[src/rtl/sdram_ch3_arbiter.sv]
// sdram_ch3_arbiter: round-robin arbiter sharing SDRAM channel 3 among three clients, with a one-line read buffer
module sdram_ch3_arbiter #(
  parameter int LINE_EN = 1,
  parameter int SYNC_CYCLES = 16
) (
  input  logic        clk,
  input  logic        reset,
  input  logic        flush,
  input  logic        c0_req,
  input  logic [26:0] c0_addr,
  input  logic        c0_we,
  input  logic [15:0] c0_din,
  input  logic [1:0]  c0_be,
  output logic [15:0] c0_dout,
  output logic        c0_ack,
  input  logic        c1_req,
  input  logic [26:0] c1_addr,
  input  logic        c1_we,
  input  logic [15:0] c1_din,
  input  logic [1:0]  c1_be,
  output logic [15:0] c1_dout,
  output logic        c1_ack,
  input  logic        c2_req,
  input  logic [26:0] c2_addr,
  input  logic        c2_we,
  input  logic [15:0] c2_din,
  input  logic [1:0]  c2_be,
  output logic [15:0] c2_dout,
  output logic        c2_ack,
  output logic        sd_req,
  output logic [26:0] sd_addr,
  output logic        sd_rnw,
  output logic [15:0] sd_din,
  output logic [1:0]  sd_be,
  input  logic [63:0] sd_dout,
  input  logic        sd_ack
);
  typedef enum logic [1:0] {RESYNC, IDLE, WAIT, RESP} state_t;
  state_t state, state_nxt;
  logic [2:0] req, we, ack;
  logic [26:0] addr [3];
  logic [15:0] din [3];
  logic [1:0] be [3];
  logic [15:0] dout [3];
  logic [1:0] rr, cur, p1, p2, gnt;
  logic [26:0] g_addr;
  logic g_we;
  logic [15:0] g_din;
  logic [1:0] g_be;
  logic [26:1] a_q;
  logic [7:0] cnt;
  logic [63:0] line;
  logic [23:0] tag;
  logic line_valid, tag_hit, rd_hit, done, sync_done;
  logic [15:0] old_w, mrg_w;
  assign req = {c2_req, c1_req, c0_req};
  assign we = {c2_we, c1_we, c0_we};
  assign addr[0] = c0_addr;
  assign addr[1] = c1_addr;
  assign addr[2] = c2_addr;
  assign din[0] = c0_din;
  assign din[1] = c1_din;
  assign din[2] = c2_din;
  assign be[0] = c0_be;
  assign be[1] = c1_be;
  assign be[2] = c2_be;
  assign c0_ack = ack[0];
  assign c1_ack = ack[1];
  assign c2_ack = ack[2];
  assign c0_dout = dout[0];
  assign c1_dout = dout[1];
  assign c2_dout = dout[2];
  always_comb begin
    p1 = (rr == 2'd2) ? 2'd0 : rr + 2'd1;
    p2 = (p1 == 2'd2) ? 2'd0 : p1 + 2'd1;
    gnt = req[p1] ? p1 : req[p2] ? p2 : rr;
    g_addr = addr[gnt];
    g_we = we[gnt];
    g_din = din[gnt];
    g_be = be[gnt];
    tag_hit = (LINE_EN != 0) && line_valid && (g_addr[26:3] == tag);
    rd_hit = tag_hit && !g_we;
    old_w = line[{g_addr[2:1], 4'd0} +: 16];
    mrg_w = {g_be[1] ? g_din[15:8] : old_w[15:8], g_be[0] ? g_din[7:0] : old_w[7:0]};
    done = sd_ack == sd_req;
    sync_done = cnt == 8'(SYNC_CYCLES - 1);
    state_nxt = state == RESYNC ? (sync_done ? IDLE : RESYNC) :
                state == IDLE   ? ((|req) ? (rd_hit ? RESP : WAIT) : IDLE) :
                state == WAIT   ? (done ? RESP : WAIT) : IDLE;
  end
  always_ff @(posedge clk)
    state <= reset ? RESYNC : state_nxt;
  always_ff @(posedge clk) begin
    if (reset) begin
      ack <= '0;
      dout <= '{default: '0};
      sd_req <= sd_ack;
      sd_addr <= '0;
      sd_rnw <= 1'b1;
      sd_din <= '0;
      sd_be <= '0;
      line_valid <= 1'b0;
      line <= '0;
      tag <= '0;
      rr <= 2'd2;
      cur <= 2'd0;
      a_q <= '0;
      cnt <= '0;
    end else begin
      ack <= '0;
      if (state == RESYNC) begin
        sd_req <= sd_ack;
        cnt <= cnt + 8'd1;
      end
      if (state == IDLE && (|req)) begin
        rr <= gnt;
        cur <= gnt;
        a_q <= g_addr[26:1];
        if (rd_hit) begin
          ack[gnt] <= 1'b1;
          dout[gnt] <= old_w;
        end else begin
          sd_req <= ~sd_req;
          sd_addr <= g_we ? g_addr : {g_addr[26:3], 3'b000};
          sd_rnw <= ~g_we;
          if (g_we) begin
            sd_din <= g_din;
            sd_be <= g_be;
          end
          if (tag_hit && g_we)
            line[{g_addr[2:1], 4'd0} +: 16] <= mrg_w;
        end
      end
      if (state == WAIT && done) begin
        ack[cur] <= 1'b1;
        if (sd_rnw) begin
          dout[cur] <= sd_dout[{a_q[2:1], 4'd0} +: 16];
          line <= sd_dout;
          tag <= a_q[26:3];
          line_valid <= LINE_EN != 0;
        end
      end
      if (flush)
        line_valid <= 1'b0;
    end
  end
endmodule

[config.mk]
export PLATFORM = sky130hd
export DESIGN_NAME = sdram_ch3_arbiter
export DESIGN_NICKNAME = d
export VERILOG_FILES = /design/src/rtl/sdram_ch3_arbiter.sv
export SDC_FILE = /design/constraint.sdc
export NUM_CORES = 1
export LEC_CHECK = 0
export ABC_AREA = 1
export CORE_MARGIN = 8
export CORE_UTILIZATION = 52
export DETAILED_ROUTE_END_ITERATION = 10
export GPL_ROUTABILITY_DRIVEN = 0
export PLACE_DENSITY_LB_ADDON = 0.25
export SLEW_MARGIN = 20
export SYNTH_ARGS = -nofsm -noshare
export SYNTH_HDL_FRONTEND = slang
export SYNTH_SLANG_ARGS = --single-unit
[constraint.sdc]
create_clock -name clk -period 6.05 [get_ports clk]
set_clock_uncertainty 0.1 [all_clocks]
set_input_delay 1.815 -clock clk [delete_from_list [all_inputs] [get_ports clk]]
set_output_delay 1.815 -clock clk [all_outputs]
set_load 0.01 [all_outputs]
==> flow_summary_export.csv <==
group,metric,value,unit
outcome,status,"finished, final reports clean",
synth,avgSynthCellArea,6.26,sq um
synth,synth_cell_types,44,
timing,maxSlewHeadroom,30.9,%
clocking,cts_tree,"done",
power_and_ir_drop,p_sw,1060,uW
worst_setup_path,critPathTopFamily,"simple AND/OR/NAND/NOR gates",
synth,synth_fp_nets,2385,
clocking,clock-root-buffer,"clkbuf_16",
synth,synth_edf_count,0,
die,die_h,178,microns
clocking,clk_latency,0.54,ns
die,die_x,178,microns
clocking,cts_resized,0,
power_and_ir_drop,combPwrFrac,17.2,%
worst_setup_path,slowest_delay,0.59,ns
power_and_ir_drop,swShare,28.0,%
power_and_ir_drop,leakage,0.00830,uW
worst_setup_path,crit_arrival,5.72,ns
drt,ant_nets,0,
clocking,postCtsSetupRepairBufs,0,
grt,antenna_found_initial,3,
worst_setup_path,setup.worst_path.end_class,"register",
final_layout,fin_nets,2622,
timing,setup-violations-final,0,
worst_setup_path,crit_fanout,45,
die,row_count,59,
drt,drt-total-wl,51.1,mm
worst_setup_path,cp.required,6.42,ns
grt,grt_max_degree,112,
worst_setup_path,rr_startpoint,"rr[0]",
grt,grt_pass1_wl,78.6,mm
clocking,clk_path_buf_depth,3,
die,core-area,25800,sq um
min_path,hold_depth,1,
grt,grt_util_all_layers,30.7,%
synth,seq_area_frac_synth,33.3,%
worst_setup_path,r2r_end,"line[58]",
timing,worstMarginPinSlew,1.04,ns
clocking,cts_hold_buffers,0,
drt,viasPerCell,5.75,
worst_setup_path,cp_cell_sequence,"clkdlybuf4s50_1 > inv_1 > nand2_1 > nand2_1 > nand2_4 > nand2_8 > nor2_8 > nand2_1 > nand2_1 > nand2_1 > nand2_1 > nand3_1 > nor2_1 > nand3_1 > nor2_2 > buf_4 > nand3_1 > nor2_1 > nor2_1 > nor2_1",
power_and_ir_drop,ir_drop,0.189,mV
placement,pre_cts_ws,0.233,ns
final_layout,final_cell_mix,"nand2_1, clkdlybuf4s50_1, inv_1",
drt,dr.pass1.iters,6,
worst_setup_path,timing.reg2reg.setup_slack,2.02,ns
grt,grt_overflow,0,
die,die_area,31600,sq um
final_layout,areaGrowthSynthToFinish,29.6,%
drt,dr.first_iter.drc_count,2067,
worst_setup_path,crit_buf_inv,3,
flow_run,drv_cap,0,
synth,async_flop_share,0,%
power_and_ir_drop,power_frac_clock,43.3,%
clocking,cts_sinks,226,
synth,muxShareOfSynthArea,0.0736,%
die,floorplan.initialDensity,52.6,%
min_path,hp-class,"reg2reg",
timing,maxSlewViolCount,0,
timing,finalCritPeriodShare,88.4,%
min_path,min_from,"a_q[3]",
synth,synth_xor_area_share,0.0644,%
synth,mappedNetlistArea,13600,sq um
clocking,numCtsBuffers,26,
synth,ys_seq_elements,226,
timing,finalCriticalPeriod,5.35,ns
power_and_ir_drop,internal-power,2720,uW
min_path,hold_path_end,"a_q[3]",
final_layout,layout-drive-gt1-share,5.73,%
drt,remaining_drc_errors,0,
placement,hpwlAfterDp,36.8,mm
synth,synth-adder-area-share,0.552,%
worst_setup_path,cp-start-kind,"input pin",
clocking,htree_levels,1,
power_and_ir_drop,power_frac_seq,39.5,%
timing,setup_tns,0,ns
synth,synth_top_family_by_area,"simple AND/OR/NAND/NOR gates",
drt,vias,15881,
worst_setup_path,cpMostUsedCell,"nand2_1",
die,io_pins,307,
worst_setup_path,crit_slowest_cell,"clkdlybuf4s50_1",
grt,grt_pass1_vias,15010,
worst_setup_path,rr_worst_depth,19,
final_layout,final_common_cell,"nand2_1",
placement,io_buffer_count,306,
power_and_ir_drop,power_density,215,nW/um^2
timing,final-hold-violation-count,0,
synth,ys_warn_count,0,
drt,wire_per_inst,18.5,microns
timing,fmax,187,MHz
synth,synth_simple_gate_area_share,37.0,%
worst_setup_path,path_class,"in2reg",
clocking,path_clk_slew,0.06,ns
synth,syn_inst,2170,
synth,synth_compound_area_share,16.6,%
synth,ys.flop_type,"dfxtp_1",
timing,rsz0062_at_grt,"no",
timing,finalWorstSetupSlack,0.702,ns
synth_stat cells, types with 15 or more instances:
cell type / number / share of area (%)
nor2_1: 227 / 6.3
nand3_2: 18 / 1.3
dfxtp_1: 226 / 33
o21ai_0: 151 / 5.6
nand3_1: 199 / 7.3
o221ai_1: 16 / 1.0
buf_2: 30 / 1.1
o211ai_1: 23 / 1.3
nand2_1: 555 / 15
a21oi_1: 165 / 6.1
o22ai_1: 15 / 0.69
nand4_1: 82 / 3.8
clkbuf_1: 80 / 2.2
inv_1: 261 / 7.2
final cells by class:
cell class | count | area, sq um
antenna | 3 | 7.51
clock buffer | 40 | 793
clock inverter | 6 | 91.3
fill | 2263 | 8220
inverter | 271 | 1020
multi-input combinational | 1535 | 7390
sequential | 226 | 4520
tap | 335 | 419
timing repair buffer | 347 | 3370
kinds of logic (layout without fill, tap and decap cells):
| family | Yosys count | count (layout) |
|---|---|---|
| compound gates | 401 | 401 |
| xor+xnor | 1 | 1 |
| fa+ha+maj | 6 | 6 |
| buf+inv | 409 | 664 |
| flops | 226 | 226 |
| mux | 1 | 1 |
| other cells | 0 | 3 |
| simple gates | 1126 | 1126 |
state kept, by name, indices dropped and copies added, names as in the netlist:
signal / cells
line: 64
sd_addr: 27
a_q: 26
tag: 24
c0_dout: 16
c1_dout: 16
c2_dout: 16
sd_din: 16
cnt: 8
ack: 3
rr: 2
sd_be: 2
state: 2
cur: 1
line_valid: 1
sd_req: 1
sd_rnw: 1
how the worst max path moves through the flow:
stage            from       end  depth (start not counted)  slack, ns
2_1_floorplan  c2_req   line[1]                         22       1.26
3_3_place_gp   c1_req  line[58]                         20       0.37
3_5_place_dp   c1_req  line[58]                         20       0.23
4_1_cts        c1_req  line[58]                         20       0.77
5_1_grt        c1_req  line[58]                         20       0.49
6_report       c1_req  line[58]                         20       0.70
per-stage QoR:
stage | cells | hold slack, ns | total power, uW | util, % | area, sq um
6_report | 2763 | 0.359 | 3780 | 68.2 | 17600
5_1_grt | 2763 | 0.376 | 3890 | 68.2 | 17600
4_1_cts | 2760 | 0.361 | 3760 | 68.1 | 17600
3_5_place_dp | 2714 | 0.348 | 2150 | 64.7 | 16700
3_3_place_gp | 2714 | 0.342 | 2150 | 64.7 | 16700
2_1_floorplan | 2170 | 0.335 | 1870 | - | 13600
worst reg2reg max path, cell delays in order (launching register included):
cell and delay, ns:
dfxtp_1 0.54, nor2_2 0.14, nand2_1 0.08, nand2_1 0.13, nand2_4 0.27, nand2_8 0.27
nor2_8 0.29, nand2_1 0.17, nand2_1 0.14, nand2_1 0.06, nand2_1 0.05, nand3_1 0.06
nor2_1 0.11, nand3_1 0.10, nor2_2 0.31, buf_4 0.23, nand3_1 0.45, nor2_1 0.31
nor2_1 0.07, nor2_1 0.08
metal layers:
| metal | global-route usage [%] | wire length (microns) | part of all wire (%) | vias to the layer above |
|---|---|---|---|---|
| li1 | - | - | - | 7542 |
| met1 | 39.1 | 20200 | 40 | 7201 |
| met2 | 49.2 | 23100 | 45 | 983 |
| met4 | 14.4 | 2250 | 4.4 | 0 |
| met5 | 0 | 0 | 0 | - |
| met3 | 6.26 | 5520 | 11 | 155 |
power groups by stage:
stage / clock network [uW] / registers [uW] / logic [uW]
CTS: 1630 / 1490 / 633
finish: 1640 / 1490 / 651
floorplan: 0 / 1530 / 348
detailed placement: 0 / 1530 / 628
global route: 1700 / 1490 / 700
global placement: 0 / 1530 / 621
Note: power is estimated with default switching activity, not from simulation.
